**config.mk**
```make
export PLATFORM = sky130hd
export DESIGN_NAME = lcd_scanout_flat
export DESIGN_NICKNAME = d
export VERILOG_FILES = /design/src/rtl/lcd_timing_pkg.sv /design/src/rtl/lcd_scanout_if.sv /design/src/rtl/lcd_timing_gen.sv /design/src/rtl/lcd_scanout.sv /design/src/flat_wrapper.sv
export SDC_FILE = /design/constraint.sdc
export NUM_CORES = 1
export LEC_CHECK = 0
export CORE_ASPECT_RATIO = 0.6
export CORE_MARGIN = 1
export CORE_UTILIZATION = 65
export CTS_BUF_LIST = sky130_fd_sc_hd__clkbuf_8
export DETAILED_ROUTE_END_ITERATION = 10
export DONT_BUFFER_PORTS = 1
export GPL_TIMING_DRIVEN = 0
export HOLD_SLACK_MARGIN = 0.12
export PLACE_DENSITY = 0.86
export SETUP_SLACK_MARGIN = 0.5
export SKIP_CTS_REPAIR_TIMING = 1
export SYNTH_ARGS = -nofsm -noshare
export SYNTH_HDL_FRONTEND = slang
export SYNTH_HIERARCHICAL = 1
export SYNTH_SLANG_ARGS = --single-unit
export TNS_END_PERCENT = 100
```
**constraint.sdc**
```tcl
create_clock -name rd_clk -period 2 [get_ports rd_clk]
set_input_delay 0 -clock rd_clk [delete_from_list [all_inputs] [get_ports rd_clk]]
set_output_delay 0 -clock rd_clk [all_outputs]
set_load 0.005 [all_outputs]
```
**src/rtl/lcd_timing_pkg.sv**
```systemverilog
// Shared raster timing defaults (640x480@60), scan-out FSM states and
// total-length helpers for the LCD read side.
package lcd_timing_pkg;

    localparam int DEF_H_ACTIVE = 640;
    localparam int DEF_H_FP     = 16;
    localparam int DEF_H_SYNC   = 96;
    localparam int DEF_H_BP     = 48;
    localparam int DEF_V_ACTIVE = 480;
    localparam int DEF_V_FP     = 10;
    localparam int DEF_V_SYNC   = 2;
    localparam int DEF_V_BP     = 33;

    typedef enum logic [1:0] {
        IDLE,
        PRIME,
        RUN
    } state_t;

    function automatic int h_total(int active, int fp, int sync, int bp);
        return active + fp + sync + bp;
    endfunction

    function automatic int v_total(int active, int fp, int sync, int bp);
        return active + fp + sync + bp;
    endfunction

endpackage

```
**src/rtl/lcd_scanout_if.sv**
```systemverilog
// FIFO read port as seen from the scan-out block (master) and the FIFO (slave).
interface lcd_scanout_if #(
    parameter int DATA_WIDTH = 16
);
    logic                  rd_en;
    logic [DATA_WIDTH-1:0] rd_data;
    logic                  rd_empty;
    logic                  almost_empty;

    modport master (output rd_en, input rd_data, input rd_empty, input almost_empty);
    modport slave  (input rd_en, output rd_data, output rd_empty, output almost_empty);
endinterface

```
**src/rtl/lcd_timing_gen.sv**
```systemverilog
// Horizontal/vertical raster counters with region decode. Counters only move
// while run is high and sit at the origin otherwise.
module lcd_timing_gen
    import lcd_timing_pkg::*;
#(
    parameter int H_ACTIVE = DEF_H_ACTIVE,
    parameter int H_FP     = DEF_H_FP,
    parameter int H_SYNC   = DEF_H_SYNC,
    parameter int H_BP     = DEF_H_BP,
    parameter int V_ACTIVE = DEF_V_ACTIVE,
    parameter int V_FP     = DEF_V_FP,
    parameter int V_SYNC   = DEF_V_SYNC,
    parameter int V_BP     = DEF_V_BP,
    localparam int H_TOTAL = h_total(H_ACTIVE, H_FP, H_SYNC, H_BP),
    localparam int V_TOTAL = v_total(V_ACTIVE, V_FP, V_SYNC, V_BP),
    localparam int HW      = $clog2(H_TOTAL),
    localparam int VW      = $clog2(V_TOTAL)
) (
    input  logic clk,
    input  logic rst,
    input  logic run,
    output logic active,
    output logic hsync,
    output logic vsync,
    output logic frame_end,
    output logic frame_origin
);

    localparam logic [HW-1:0] H_ACT  = HW'(H_ACTIVE);
    localparam logic [HW-1:0] HS_BEG = HW'(H_ACTIVE + H_FP);
    localparam logic [HW-1:0] HS_END = HW'(H_ACTIVE + H_FP + H_SYNC);
    localparam logic [HW-1:0] H_LAST = HW'(H_TOTAL - 1);
    localparam logic [VW-1:0] V_ACT  = VW'(V_ACTIVE);
    localparam logic [VW-1:0] VS_BEG = VW'(V_ACTIVE + V_FP);
    localparam logic [VW-1:0] VS_END = VW'(V_ACTIVE + V_FP + V_SYNC);
    localparam logic [VW-1:0] V_LAST = VW'(V_TOTAL - 1);

    logic [HW-1:0] h_cnt;
    logic [VW-1:0] v_cnt;
    logic          line_end;

    assign line_end     = (h_cnt == H_LAST);
    assign frame_end    = line_end && (v_cnt == V_LAST);
    assign frame_origin = (h_cnt == '0) && (v_cnt == '0);
    assign active       = (h_cnt < H_ACT) && (v_cnt < V_ACT);
    assign hsync        = (h_cnt >= HS_BEG) && (h_cnt < HS_END);
    assign vsync        = (v_cnt >= VS_BEG) && (v_cnt < VS_END);

    // NOTE: registers use non-blocking assignments so every flop samples pre-edge values.
    always_ff @(posedge clk or posedge rst) begin
        if (rst) begin
            h_cnt <= '0;
            v_cnt <= '0;
        end else if (!run) begin
            h_cnt <= '0;
            v_cnt <= '0;
        end else if (line_end) begin
            h_cnt <= '0;
            v_cnt <= (v_cnt == V_LAST) ? '0 : v_cnt + VW'(1);
        end else begin
            h_cnt <= h_cnt + HW'(1);
        end
    end

endmodule

```
**src/rtl/lcd_scanout.sv**
```systemverilog
// LCD scan-out: pops one FIFO pixel per active clock and drives RGB strobes and
// data through a two-stage pipeline so data and sync stay aligned at the pins.
module lcd_scanout
    import lcd_timing_pkg::*;
#(
    parameter int                    H_ACTIVE        = DEF_H_ACTIVE,
    parameter int                    H_FP            = DEF_H_FP,
    parameter int                    H_SYNC          = DEF_H_SYNC,
    parameter int                    H_BP            = DEF_H_BP,
    parameter int                    V_ACTIVE        = DEF_V_ACTIVE,
    parameter int                    V_FP            = DEF_V_FP,
    parameter int                    V_SYNC          = DEF_V_SYNC,
    parameter int                    V_BP            = DEF_V_BP,
    parameter logic                  HS_POL          = 1'b0,
    parameter logic                  VS_POL          = 1'b0,
    parameter int                    DATA_WIDTH      = 16,
    parameter logic [DATA_WIDTH-1:0] UNDERFLOW_COLOR = 16'hF800
) (
    input  logic                  rd_clk,
    input  logic                  rd_rst,
    input  logic                  lcd_en,
    input  logic                  underflow_clr,
    lcd_scanout_if.master         fifo,
    output logic                  lcd_hs,
    output logic                  lcd_vs,
    output logic                  lcd_de,
    output logic [DATA_WIDTH-1:0] lcd_data,
    output logic                  frame_start,
    output logic                  underflow,
    output logic                  busy
);

    state_t state, state_nxt;
    logic   run, fetch, miss;
    logic   active, hsync, vsync, frame_end, frame_origin;
    logic   s1_de, s1_hs, s1_vs, s1_miss;

    lcd_timing_gen #(
        .H_ACTIVE(H_ACTIVE), .H_FP(H_FP), .H_SYNC(H_SYNC), .H_BP(H_BP),
        .V_ACTIVE(V_ACTIVE), .V_FP(V_FP), .V_SYNC(V_SYNC), .V_BP(V_BP)
    ) u_timing (
        .clk          (rd_clk),
        .rst          (rd_rst),
        .run          (run),
        .active       (active),
        .hsync        (hsync),
        .vsync        (vsync),
        .frame_end    (frame_end),
        .frame_origin (frame_origin)
    );

    always_ff @(posedge rd_clk or posedge rd_rst) begin
        if (rd_rst) state <= IDLE;
        else        state <= state_nxt;
    end

    // NOTE: the default assignment first keeps this block free of inferred latches.
    always_comb begin
        state_nxt = state;
        case (state)
            IDLE:    if (lcd_en) state_nxt = PRIME;
            PRIME:   if (!lcd_en) state_nxt = IDLE;
                     else if (!fifo.almost_empty) state_nxt = RUN;
            RUN:     if (frame_end && !lcd_en) state_nxt = IDLE;
            default: state_nxt = IDLE;
        endcase
    end

    assign run         = (state == RUN);
    assign busy        = (state != IDLE);
    assign fetch       = run && active;
    assign fifo.rd_en  = fetch && !fifo.rd_empty;
    assign miss        = fetch && fifo.rd_empty;
    assign frame_start = run && frame_origin;

    // Stage 1 holds the decode for the pixel whose FIFO word arrives this cycle.
    always_ff @(posedge rd_clk or posedge rd_rst) begin
        if (rd_rst) begin
            s1_de    <= 1'b0;
            s1_hs    <= 1'b0;
            s1_vs    <= 1'b0;
            s1_miss  <= 1'b0;
            lcd_de   <= 1'b0;
            lcd_hs   <= ~HS_POL;
            lcd_vs   <= ~VS_POL;
            lcd_data <= '0;
        end else begin
            s1_de    <= fetch;
            s1_hs    <= run && hsync;
            s1_vs    <= run && vsync;
            s1_miss  <= miss;
            lcd_de   <= s1_de;
            lcd_hs   <= s1_hs ? HS_POL : ~HS_POL;
            lcd_vs   <= s1_vs ? VS_POL : ~VS_POL;
            lcd_data <= !s1_de ? '0 : (s1_miss ? UNDERFLOW_COLOR : fifo.rd_data);
        end
    end

    always_ff @(posedge rd_clk or posedge rd_rst) begin
        if (rd_rst)             underflow <= 1'b0;
        else if (miss)          underflow <= 1'b1;
        else if (underflow_clr) underflow <= 1'b0;
    end

endmodule

```
**src/flat_wrapper.sv**
```systemverilog
// flat-port wrapper written by rule: the top's interface ports become plain ports
module lcd_scanout_flat import lcd_timing_pkg::*;
#(
    parameter int                    H_ACTIVE        = DEF_H_ACTIVE,
    parameter int                    H_FP            = DEF_H_FP,
    parameter int                    H_SYNC          = DEF_H_SYNC,
    parameter int                    H_BP            = DEF_H_BP,
    parameter int                    V_ACTIVE        = DEF_V_ACTIVE,
    parameter int                    V_FP            = DEF_V_FP,
    parameter int                    V_SYNC          = DEF_V_SYNC,
    parameter int                    V_BP            = DEF_V_BP,
    parameter logic                  HS_POL          = 1'b0,
    parameter logic                  VS_POL          = 1'b0,
    parameter int                    DATA_WIDTH      = 16,
    parameter logic [DATA_WIDTH-1:0] UNDERFLOW_COLOR = 16'hF800
)
  (rd_clk, rd_rst, lcd_en, underflow_clr, lcd_hs, lcd_vs, lcd_de, lcd_data, frame_start, underflow, busy, fifo_rd_en, fifo_rd_data, fifo_rd_empty, fifo_almost_empty);
  lcd_scanout_if #(.DATA_WIDTH(DATA_WIDTH)) fifo_i ();
  input  logic rd_clk;
  input  logic rd_rst;
  input  logic lcd_en;
  input  logic underflow_clr;
  output logic lcd_hs;
  output logic lcd_vs;
  output logic lcd_de;
  output logic [DATA_WIDTH-1:0] lcd_data;
  output logic frame_start;
  output logic underflow;
  output logic busy;
  output wire logic [$bits(fifo_i.rd_en)-1:0] fifo_rd_en;
  input wire logic [$bits(fifo_i.rd_data)-1:0] fifo_rd_data;
  input wire logic [$bits(fifo_i.rd_empty)-1:0] fifo_rd_empty;
  input wire logic [$bits(fifo_i.almost_empty)-1:0] fifo_almost_empty;
  assign fifo_rd_en = fifo_i.rd_en;
  assign fifo_i.rd_data = fifo_rd_data;
  assign fifo_i.rd_empty = fifo_rd_empty;
  assign fifo_i.almost_empty = fifo_almost_empty;
  lcd_scanout #(.H_ACTIVE(H_ACTIVE), .H_FP(H_FP), .H_SYNC(H_SYNC), .H_BP(H_BP), .V_ACTIVE(V_ACTIVE), .V_FP(V_FP), .V_SYNC(V_SYNC), .V_BP(V_BP), .HS_POL(HS_POL), .VS_POL(VS_POL), .DATA_WIDTH(DATA_WIDTH), .UNDERFLOW_COLOR(UNDERFLOW_COLOR)) u_core (.rd_clk(rd_clk), .rd_rst(rd_rst), .lcd_en(lcd_en), .underflow_clr(underflow_clr), .fifo(fifo_i), .lcd_hs(lcd_hs), .lcd_vs(lcd_vs), .lcd_de(lcd_de), .lcd_data(lcd_data), .frame_start(frame_start), .underflow(underflow), .busy(busy));
endmodule
```
[Word level (Yosys, flattened, before mapping)]
Index checks and enable logic that the tools add are counted.
Word-level totals
  output and inout bits: 23
  register bits: 46
  logic and storage cells: 64
  input bits: 22
Cells by class
  reduce and logical (&&, ||, !) cells: 20
  muxes and demuxes: 16
  add/subtract/negate cells: 2
  equality and inequality tests: 8
  $lt $le $gt $ge: 6
Operator list (number)
  2-to-1 mux 10 bit: 5
  2-to-1 mux 16 bit: 2
  adder 10 x 1 -> 10 bit, second input constant: 2
  == test 10 bit, second input constant: 2
  zero test 10 bit: 2
  < comparator 10 bit, second input constant: 2
  < comparator 10 x 9 -> 1 bit, second input constant: 2
  logical AND 1 bit: 12
  >= comparator 10 bit, second input constant: 1
  >= comparator 10 x 9 -> 1 bit, second input constant: 1
  2-to-1 mux 2 bit: 4
  != test 2 bit, second input constant: 3
  one-hot mux 2 bit (3 select lines): 1
  2-to-1 mux 1 bit: 4
  nonzero test 2 bit: 2
  != test 3 bit, second input constant: 1
  AND reduction 3 bit: 1
  == test 2 x 1 -> 1 bit, second input constant: 1
  == test 2 bit, second input constant: 1
  zero test 1 bit: 2
  zero test 2 bit: 1

[Depth between registers and ports, before layout]
Gate-level depths: netlist (run 1).
  word-level depth: 5
  gate-level depth with buffers: 7

[By module]
The synthesis (run 1) kept the hierarchy.
By module, submodules not included
  lcd_timing_gen: area an instance 1151.1 µm², cells an instance 125, sequential area each 500.5 µm², times used 1
  lcd_scanout: area an instance 924.6 µm², cells an instance 63, sequential area each 653.1 µm², times used 1

[Worst setup path before layout (run 1)]
Ideal clock, no wire load.
  path type: reg2reg
  start point: register u_core.u_timing.v_cnt[7]
  end point: register u_core.u_timing.v_cnt[9]
  data required time: 1.879 ns
  stages on the path, launching flop included: 5
  buffers on the path: 0
  library setup time: 0.121 ns
  slack: 0.229 ns
  arrival time: 1.650 ns
  clock period less this slack: 1.771 ns
  path through: dfrtp_1 > or4_4 > o31a_1 > a21o_1 > a22o_1
Between the ends
  longest elaborated chain between the ends: 4
  elaborated cells on any way between the ends: 5
RTL lines
  start: declaration: RTL line lcd_timing_gen.sv:39  | logic [VW-1:0] v_cnt;
  start signal: assignment: RTL line lcd_timing_gen.sv:59  | v_cnt <= (v_cnt == V_LAST) ? '0 : v_cnt + VW'(1);
  adder 10 x 1 -> 10 bit / == test 10 bit (equally long branches): RTL line lcd_timing_gen.sv:59
  2-to-1 mux 10 bit (*): RTL line lcd_timing_gen.sv:59
  2-to-1 mux 10 bit (*): RTL line lcd_timing_gen.sv:57  | end else if (line_end) begin
  2-to-1 mux 10 bit (*): RTL line lcd_timing_gen.sv:54  | end else if (!run) begin
Mark *: on every way between the ends. The rest lies on a longest branch, timed or not. The select of a mux whose other input is x is not followed.
A chain may end at the register's enable or synchronous reset.

[Worst setup path in the final report (run 1)]
  start point: register u_core.u_timing.v_cnt[4]
  end point: register u_core.u_timing.v_cnt[9]
The elaborated chain is that of the path after synthesis.

==> results by group, run 1 <==
Finish
  • Layout cells sized above 1: 0.2281
  • Most frequent cells in the layout: dfrtp_1 (43), dlygate4sd3_1 (22), nor2_1 (15)
  • Commonest non-fill, non-tap cell in the layout: dfrtp_1
  • Final instance area: 2625 µm²
  • # diodes: 0
  • Nets: 253
  • Area delta synth->final: 26.46%
  • Utilization after layout: 0.8909

Power
  • Static Leakage: 0.001180 µW
  • Pwr dens: 773.7 nW/µm²
  • Pint: 1506 µW
  • VDD IR max: 0.5733 mV
  • Clock Power Share: 0.336
  • Sequential power share: 0.507
  • Logic pwr share: 0.157
  • Sw Share: 0.2586
  • P_sw: 525.1 µW

Die
  • # rows: 15
  • Die ar.: 3431 µm²
  • Initial core utilization: 0.7045
  • Core Footprint: 2947 µm²
  • Die width: 74.96 µm
  • Die H: 45.77 µm
  • Top Ports: 45

Timing
  • Final setup vio count: 0
  • Clk_skew: 0.01359 ns
  • Tcrit/Tclk final: 0.9837
  • Fin crit period: 1.967 ns
  • Worst Hold Slack: 0.1903 ns
  • Worst Tran Pin Value: 0.9491 ns
  • Final Max Tran Viols: 0
  • FMAX: 508.3 MHz
  • RSZ-0062 raised after global routing: yes
  • Relative slew slack: 0.3666
  • Final count of hold timing violations: 0

Setup path
  • Crit end category: flip-flop
  • CP delay by family, top: compound AO/OA/AOI/OAI gates
  • Worst setup path startpoint: u_core/u_timing/v_cnt[4]
  • Reg2reg start: u_core/u_timing/v_cnt[4]
  • CP Cell Sequence: or4_4 -> o31a_1 -> a21o_1 -> a22o_1
  • CP Launch Type: flip-flop
  • Crit path largest cell delay: 0.57 ns
  • R2R Setup Slk: 0.03 ns
  • WP data arrival: 2.16 ns
  • Crit path max fanout: 6
  • WS Path Type: flip-flop to flip-flop
  • Slowest-stage cell, CP: or4_4
  • WP buf/inv: 0
  • WP data required: 2.19 ns

GRT
  • Grt total ovfl: 0
  • Number of global-route vias before repair: 1,293
  • Largest net degree at the start of global routing: 27
  • First-pass GRT wire length: 6.492 mm
  • Number of antenna violations at the first check in global routing: 0
  • GRT Overall Usage: 0.2743

Logic synthesis
  • Post-synthesis cell area: 2076 µm²
  • Syn. warnings: 6
  • Synthesized instance count: 188
  • XOR/XNOR share of the synthesized area: 0.03376
  • Post-synth ARST share: 1.000
  • Sequential element share of the synthesized area: 0.5558
  • Number of synthesized flops with an enable pin: 0
  • Top FF cell, synth: dfrtp_1
  • Mean area per synthesized cell: 11.04 µm²
  • Mapped Nets: 214
  • Proportion of synthesized area in mux cells: 0.004822
  • Largest family of logic cells by synthesized area: simple AND/OR/NAND/NOR gates
  • Compound-Gate Fraction of Synth Area: 0.1097
  • Yosys reg bits: 46
  • Synth Area in Adders: 0.02411
  • Netlist cell types: 44
  • Simple-gate portion of the synthesized area: 0.2351

Job
  • Max-cap violations: 0

Place
  • DPL Wire Length: 2.929 mm
  • Placed cell areas: 2142 µm²
  • Gpl congestion: 0.8742
  • Input/output buffers: 0

Run status
  • Run status: complete, no violations

Clock network
  • CTS clk-pin slew, worst paths: 0.09 ns
  • Largest buffer count on any clock path: 2
  • CTS Buf Count: 5
  • Worst-Skew Late Latency: 0.31 ns
  • CTS Root Cell: clkbuf_8
  • H-tree depth: 2
  • Clk sinks: 46
  • TritonCTS clock tree: built

Drt
  • Routed WL per cell: 22.15 µm
  • Initial DRC Count: 197
  • Via/cell ratio: 6.656
  • Via count: 1,797
  • DR DRC count: 0
  • ANT nets after route: 0
  • Final wirelength: 5.981 mm
  • 1st-pass router iterations: 5

Hold path
  • Worst hold start: fifo_rd_empty
  • Hold Crit Class: primary input to output pin
## final timing paths
path / endpoint / cells after the start
max in group asynchronous: u_core/state[1] / 2
setup reg to reg: u_core/u_timing/v_cnt[9] / 4
setup / recovery: u_core/u_timing/v_cnt[9] / 4
min in group asynchronous: u_core/u_timing/v_cnt[5] / 2
hold reg to reg: u_core/lcd_hs / 1
hold / removal: fifo_rd_en / 1
## per-layer routing
metal	wire (µm)	vias to the layer above	global-route usage
met1	2184	864	0.3663
met4	323	0	0.1170
met3	569	44	0.09735
met2	2903	156	0.4108
met5	0	-	0
li1	-	733	-
## cells by family (layout without fill, tap and decap cells)
family	after synthesis	after routing
flops	46	46
fa+ha+maj	4	4
simple gates	83	83
compound gates	30	30
buf+inv	16	56
mux	1	1
xor+xnor	8	8
## final cells by class
cell class | instances | area [µm²]
plain buffers | 3 | 30.03
clock buffers | 5 | 68.82
clock inverters | 3 | 41.29
fillers | 126 | 321.6
inverters | 13 | 48.80
multi-input cells | 126 | 925.9
flip-flops and latches | 46 | 1155
well taps | 42 | 52.55
repair buffers | 32 | 302.8
## power by group through the flow
stage / logic, µW / clock network [µW] / registers [µW]
2_1_floorplan: 165 / 0 / 1030
3_3_place_gp: 195 / 0 / 1040
3_5_place_dp: 207 / 0 / 1050
4_1_cts: 209 / 678 / 1030
5_1_grt: 338 / 718 / 1040
6_report: 319 / 682 / 1030
## synthesized netlist by cell type (all sizes together), types with 2 or more instances
cell type / count / area [µm²]
a21oi: 3 / 15.01
a22o: 2 / 17.52
a32o: 2 / 20.02
and2: 16 / 110.1
and3: 2 / 12.51
and4: 3 / 26.28
buf: 3 / 27.52
dfrtp: 44 / 1101
dfstp: 2 / 52.55
ha: 4 / 50.05
inv: 13 / 48.80
nand2: 11 / 41.29
nand2b: 2 / 12.51
nand3: 8 / 40.04
nand4: 4 / 25.02
nor2: 17 / 63.81
nor2b: 4 / 40.04
nor3: 2 / 10.01
nor4: 2 / 12.51
o211ai: 5 / 37.54
o21a: 5 / 37.54
o21ai: 3 / 15.01
o31ai: 5 / 37.54
or2: 3 / 18.77
or4: 3 / 26.27
xnor2: 2 / 17.52
xor2: 6 / 52.55
## state kept, by name, indices dropped and copies added (netlist names)
name / flops
u_core/lcd_data: 16
u_core/u_timing/h_cnt: 10
u_core/u_timing/v_cnt: 10
u_core/state: 2
u_core/lcd_de: 1
u_core/lcd_hs: 1
u_core/lcd_vs: 1
u_core/s1_de: 1
u_core/s1_hs: 1
u_core/s1_miss: 1
u_core/s1_vs: 1
u_core/underflow: 1
## through the flow
stage / setup TNS [ns] / total power (µW) / setup WS, ns / std cells
after floorplan: 0 / 1199 / 0.2677 / 188
after CTS: 0 / 1914 / 0.02659 / 238
final: 0 / 2031 / 0.03259 / 270
after global routing: -0.04088 / 2092 / -0.02189 / 270
after detailed placement: 0 / 1252 / 0.02891 / 230
after global placement: 0 / 1236 / 0.08257 / 230
## worst reg2reg max path, stage by stage, from the launching register on
cell and delay, ns:
dfrtp_2 0.46, or4_4 0.57, o31a_1 0.40, a21o_1 0.21, a22o_1 0.20
(Power assumes the default switching activity.)
==> run 2, diff against run 1 <==
--- a/config.mk
+++ b/config.mk
@@ -7,13 +7,13 @@
 export LEC_CHECK = 0
 export CORE_ASPECT_RATIO = 0.6
 export CORE_MARGIN = 1
-export CORE_UTILIZATION = 65
+export CORE_UTILIZATION = 45
 export CTS_BUF_LIST = sky130_fd_sc_hd__clkbuf_8
 export DETAILED_ROUTE_END_ITERATION = 10
 export DONT_BUFFER_PORTS = 1
 export GPL_TIMING_DRIVEN = 0
 export HOLD_SLACK_MARGIN = 0.12
-export PLACE_DENSITY = 0.86
+export PLACE_DENSITY = 0.65
 export SETUP_SLACK_MARGIN = 0.5
 export SKIP_CTS_REPAIR_TIMING = 1
 export SYNTH_ARGS = -nofsm -noshare
==> results by group, run 2 (same netlist as run 1, synthesis figures left out) <==
Run status
  • Run status: complete, no violations

GRT
  • Largest net degree at the start of global routing: 27
  • GRT Overall Usage: 0.1942
  • Number of global-route vias before repair: 1,413
  • Number of antenna violations at the first check in global routing: 0
  • Grt total ovfl: 0
  • First-pass GRT wire length: 6.831 mm

Hold path
  • Hold depth: 1
  • Hold Crit Class: primary input to output pin
  • Worst hold start: fifo_rd_empty
  • Worst Hold Endpoint: fifo_rd_en

Timing
  • FMAX: 526.7 MHz
  • RSZ-0062 raised after global routing: yes
  • Final Max Tran Viols: 0
  • Relative slew slack: 0.3818
  • Final count of hold timing violations: 0
  • Worst Tran Pin Value: 0.9263 ns
  • Setup TNS: 0 ns
  • Fin crit period: 1.899 ns
  • Final setup vio count: 0
  • Tcrit/Tclk final: 0.9493
  • Clk_skew: 0.002443 ns

Power
  • VDD IR max: 0.3253 mV
  • Pwr dens: 745.2 nW/µm²
  • Static Leakage: 0.001211 µW

Clock network
  • TritonCTS clock tree: built
  • H-tree depth: 2
  • CTS Root Cell: clkbuf_8
  • CTS clk-pin slew, worst paths: 0.08 ns
  • Largest buffer count on any clock path: 2
  • Clk sinks: 46
  • Worst-Skew Late Latency: 0.29 ns
  • CTS Buf Count: 5

Setup path
  • CP Cell Sequence: or4_4 -> o31a_1 -> a21o_1 -> a22o_1
  • R2R Setup Slk: 0.10 ns
  • Slowest-stage cell, CP: or4_4
  • CP delay by family, top: compound AO/OA/AOI/OAI gates
  • Crit path max fanout: 5
  • Reg2reg start: u_core/u_timing/v_cnt[4]
  • Worst r2r path cells: 4
  • CP Launch Type: flip-flop
  • WP data required: 2.19 ns
  • WP data arrival: 2.09 ns
  • WP buf/inv: 0
  • Crit end category: flip-flop
  • Worst R2R End: u_core/u_timing/v_cnt[9]
  • WS Path Type: flip-flop to flip-flop
  • Crit path largest cell delay: 0.57 ns

Finish
  • Largest regs: u_core/lcd_data (16), u_core/u_timing/h_cnt (10), u_core/u_timing/v_cnt (10)
  • Layout cells sized above 1: 0.2511
  • Most frequent cells in the layout: dfrtp_1 (43), dlygate4sd3_1 (22), inv_1 (13), nor2_1 (13)
  • Area delta synth->final: 29.17%
  • Commonest non-fill, non-tap cell in the layout: dfrtp_1
  • # diodes: 0
  • Utilization after layout: 0.6299
  • Max reg flops: 16
  • Most flop-heavy register: u_core/lcd_data
  • Nets: 256

Die
  • Top Ports: 45
  • Die H: 54.61 µm
  • # rows: 18
  • Initial core utilization: 0.4877
  • Die ar.: 4897 µm²
  • Core Footprint: 4257 µm²
  • Die width: 89.68 µm

Drt
  • Via count: 1,564
  • Final wirelength: 4.648 mm
  • Routed WL per cell: 15.97 µm
  • Via/cell ratio: 5.375
  • Initial DRC Count: 103
  • DR DRC count: 0
  • ANT nets after route: 0
  • 1st-pass router iterations: 4

Place
  • Gpl congestion: 0.8317
  • DPL Wire Length: 3.025 mm
  • Input/output buffers: 0

Job
  • Max-cap violations: 0
[run 2: cell types whose count changed in the layout (fill, tap and decap cells not counted), moves of 2 or more]
cell     change
buf_6        +3
a21oi_1      +2
a21oi_2      -2
nor2_1       -2
nor2_2       +2
[run 2: area by class of cell]
cell class / count / area (µm²)
tap: 60 / 75.07
clock buffer: 5 / 68.82
inverter: 13 / 48.80
sequential: 46 / 1155
timing repair buffer: 35 / 332.8
buffer: 3 / 33.78
multi-input combinational: 126 / 923.4
fill: 317 / 1575
clock inverter: 3 / 43.79
[run 2: power breakdown]
group / switching [µW] / internal [µW] / leakage (µW)
Sequential: 42.8 / 983 / 0.000626
Clock: 309 / 374 / 0.0000585
Combinational: 139 / 149 / 0.000526
Total: 491 / 1510 / 0.00121
[run 2: metrics by stage]
| stage | power, µW | hold slack, ns | worst slack, ns | instances | cell area (µm²) |
|---|---|---|---|---|---|
| after CTS | 1946 | -0.2306 | -0.04021 | 256 | 2277 |
| after global placement | 1241 | 0.07604 | 0.01319 | 248 | 2165 |
| after global routing | 2103 | 0.1695 | 0.04429 | 291 | 2681 |
| after detailed placement | 1256 | 0.08666 | -0.03569 | 248 | 2165 |
| final | 1998 | 0.1702 | 0.1013 | 291 | 2681 |
| after floorplan | 1199 | -0.03617 | 0.2677 | 188 | 2090 |
[run 2: worst max-delay path by stage]
stage	depth (start not counted)	startpoint	endpoint
detailed placement	7	u_core/u_timing/h_cnt[0]	u_core/state[1]
global placement	7	u_core/u_timing/h_cnt[0]	u_core/state[1]
global route	5	u_core/u_timing/v_cnt[4]	u_core/state[1]
floorplan	4	u_core/u_timing/v_cnt[7]	u_core/u_timing/v_cnt[9]
CTS	7	u_core/u_timing/h_cnt[0]	u_core/state[1]
finish	4	u_core/u_timing/v_cnt[4]	u_core/u_timing/v_cnt[9]
[run 2: worst reg2reg max path: cells and delay by family, from the launching register on]
kind	cells	cell delay (ns)
AO/OA/AOI/OAI	3	0.78
flip-flops	1	0.43
AND/OR/NAND/NOR	1	0.57
[run 2: routing by layer]
layer	GRT usage	wire length, µm	vias to the layer above
li1	-	-	733
met1	0.2581	2037	763
met2	0.2955	2235	61
met3	0.05430	324	7
met4	0.09524	51	0
met5	0	0	-
==> run 3, diff against run 2 <==
--- a/config.mk
+++ b/config.mk
@@ -5,6 +5,7 @@
 export SDC_FILE = /design/constraint.sdc
 export NUM_CORES = 1
 export LEC_CHECK = 0
+export ABC_AREA = 1
 export CORE_ASPECT_RATIO = 0.6
 export CORE_MARGIN = 1
 export CORE_UTILIZATION = 45
==> results by group, run 3 <==
Finish
  • Most frequent cells in the layout: inv_1 (48), dfrtp_1 (44), nand2_1 (37)
  • Area delta synth->final: 23.49%
  • Utilization after layout: 0.5912
  • Nets: 323
  • Final instance area: 2769 µm²
  • Layout cells sized above 1: 0.2081
  • Max reg flops: 16
  • # diodes: 0
  • Most flop-heavy register: u_core/lcd_data
  • Commonest non-fill, non-tap cell in the layout: inv_1
  • Largest regs: u_core/lcd_data (16), u_core/u_timing/h_cnt (10), u_core/u_timing/v_cnt (10)

Drt
  • ANT nets after route: 0
  • 1st-pass router iterations: 5
  • Routed wl met3: 300 µm
  • Via count: 1,780
  • Routed WL per cell: 14.06 µm
  • Initial DRC Count: 104
  • Final wirelength: 5.075 mm
  • WL met1: 2.432 mm
  • Via/cell ratio: 4.931
  • Top sig layer: met4
  • Detailed-routed wire length on met2: 2.326 mm
  • DR DRC count: 0

Timing
  • Setup ws final: 0.4566 ns
  • Relative slew slack: 0.3637
  • RSZ-0062 raised after global routing: yes
  • Worst Tran Pin Value: 0.9534 ns
  • Final Max Tran Viols: 0
  • Fin crit period: 1.543 ns
  • Final count of hold timing violations: 0
  • FMAX: 647.9 MHz
  • Tcrit/Tclk final: 0.7717
  • Final setup vio count: 0
  • Setup TNS: 0 ns
  • Clk_skew: 0.005523 ns

Die
  • Top Ports: 45
  • Core Footprint: 4683 µm²
  • Initial core utilization: 0.4788
  • Die ar.: 5278 µm²
  • Die H: 56.68 µm
  • Die width: 93.13 µm
  • # rows: 19

Place
  • Input/output buffers: 0
  • DPL Wire Length: 3.362 mm
  • Gpl congestion: 0.8725
  • Pre-CTS WS: 0.3665 ns
  • Placed cell areas: 2321 µm²

Logic synthesis
  • Number of synthesized flops with an enable pin: 0
  • Area contributors post-synth: dfrtp_1 (49%), inv_1 (8.5%), nand2_1 (6.5%)
  • Post-synth ARST share: 1.000
  • Mean area per synthesized cell: 8.591 µm²
  • Sequential element share of the synthesized area: 0.5145
  • Synthesized instance count: 261
  • Syn. warnings: 6
  • Top cell type by total area after synthesis: dfrtp_1
  • Netlist cell types: 34
  • Yosys reg bits: 46
  • Share of the synthesized area in the top cell type: 0.4911
  • Count leader, synth: inv_1
  • Synth cell count leaders: inv_1 (51), dfrtp_1 (44), nand2_1 (39), nor2_1 (38)
  • Post-synthesis cell area: 2242 µm²
  • Mapped Nets: 287
  • Top FF cell, synth: dfrtp_1

Clock network
  • H-tree depth: 2
  • Worst-Skew Late Latency: 0.30 ns
  • CTS Root Cell: clkbuf_8
  • Largest buffer count on any clock path: 2
  • TritonCTS clock tree: built
  • Clk sinks: 46
  • CTS clk-pin slew, worst paths: 0.09 ns
  • CTS Buf Count: 5

Setup path
  • WS Path Type: flip-flop to flip-flop
  • WP data arrival: 1.73 ns
  • CP Launch Type: flip-flop
  • Crit end category: flip-flop
  • WP data required: 2.18 ns
  • Crit path max fanout: 8

GRT
  • Number of global-route vias before repair: 1,518
  • GRT Overall Usage: 0.1920
  • Grt total ovfl: 0
  • Largest net degree at the start of global routing: 27
  • First-pass GRT wire length: 7.645 mm
  • Number of antenna violations at the first check in global routing: 0

Hold path
  • Hold Crit Class: primary input to async pin

Power
  • Total power: 1996 µW
  • VDD IR max: 0.5185 mV
  • Static Leakage: 0.001399 µW
  • Pwr dens: 720.7 nW/µm²

Run status
  • Run status: complete, no violations

Job
  • Max-cap violations: 0
## run 3: layout make-up
| class | count | area (µm²) |
|---|---|---|
| Buffer | 4 | 38.79 |
| Sequential cell | 46 | 1154 |
| Fill cell | 412 | 1914 |
| Tap cell | 63 | 78.83 |
| Clock inverter | 3 | 41.29 |
| Timing Repair Buffer | 29 | 272.8 |
| Multi-Input combinational cell | 159 | 915.9 |
| Clock buffer | 5 | 68.82 |
| Inverter | 52 | 198.9 |
## run 3: cells by family after synthesis
| kind of cell | synth area share |
|---|---|
| xor+xnor | 0.007814 |
| buf+inv | 0.1016 |
| flops | 0.5145 |
| fa+ha+maj | 0.02232 |
| compound gates | 0.05302 |
| simple gates | 0.3008 |
## run 3: metal layers
| metal | global-route usage | up-vias |
|---|---|---|
| met3 | 0.05149 | 2 |
| met1 | 0.3061 | 849 |
| met4 | 0.04615 | 0 |
| li1 | - | 881 |
| met2 | 0.2532 | 48 |
| met5 | 0 | - |
## run 3: path summary, 6_finish.rpt
| kind | startpoint | end | slack [ns] | depth (start not counted) |
|---|---|---|---|---|
| max | u_core/u_timing/h_cnt[0] | u_core/u_timing/v_cnt[9] | 0.46 | 8 |
| min | rd_rst | u_core/u_timing/v_cnt[3] | 0.32 | 2 |
| max reg2reg | u_core/u_timing/h_cnt[0] | u_core/u_timing/v_cnt[9] | 0.46 | 8 |
| min reg2reg | u_core/s1_vs | u_core/lcd_vs | 0.36 | 1 |
| max in group asynchronous | rd_rst | u_core/lcd_de | 1.04 | 2 |
| min in group rd_clk | fifo_rd_data[0] | u_core/lcd_data[0] | 0.35 | 3 |
## run 3: power by group
part	switching, µW	leakage [µW]	internal (µW)
clock network	317	0.0000556	368
registers	41.1	0.000628	984
logic	170	0.000715	115
## run 3: worst max-delay path, cell delays in order, from the launching register on
cell and delay (ns):
dfrtp_1 0.41, ha_2 0.22, nand2_2 0.08, nor2_4 0.19
nand2_4 0.11, nor2_8 0.21, nor2_4 0.08, nor2_1 0.10
a21oi_1 0.05
## run 3: through the flow
step / hold WS, ns / cells
after global routing: 0.3620 / 361
final: 0.3173 / 361
after CTS: -0.2202 / 332
after detailed placement: 0.03978 / 324
after floorplan: -0.03617 / 261
after global placement: 0.04342 / 324
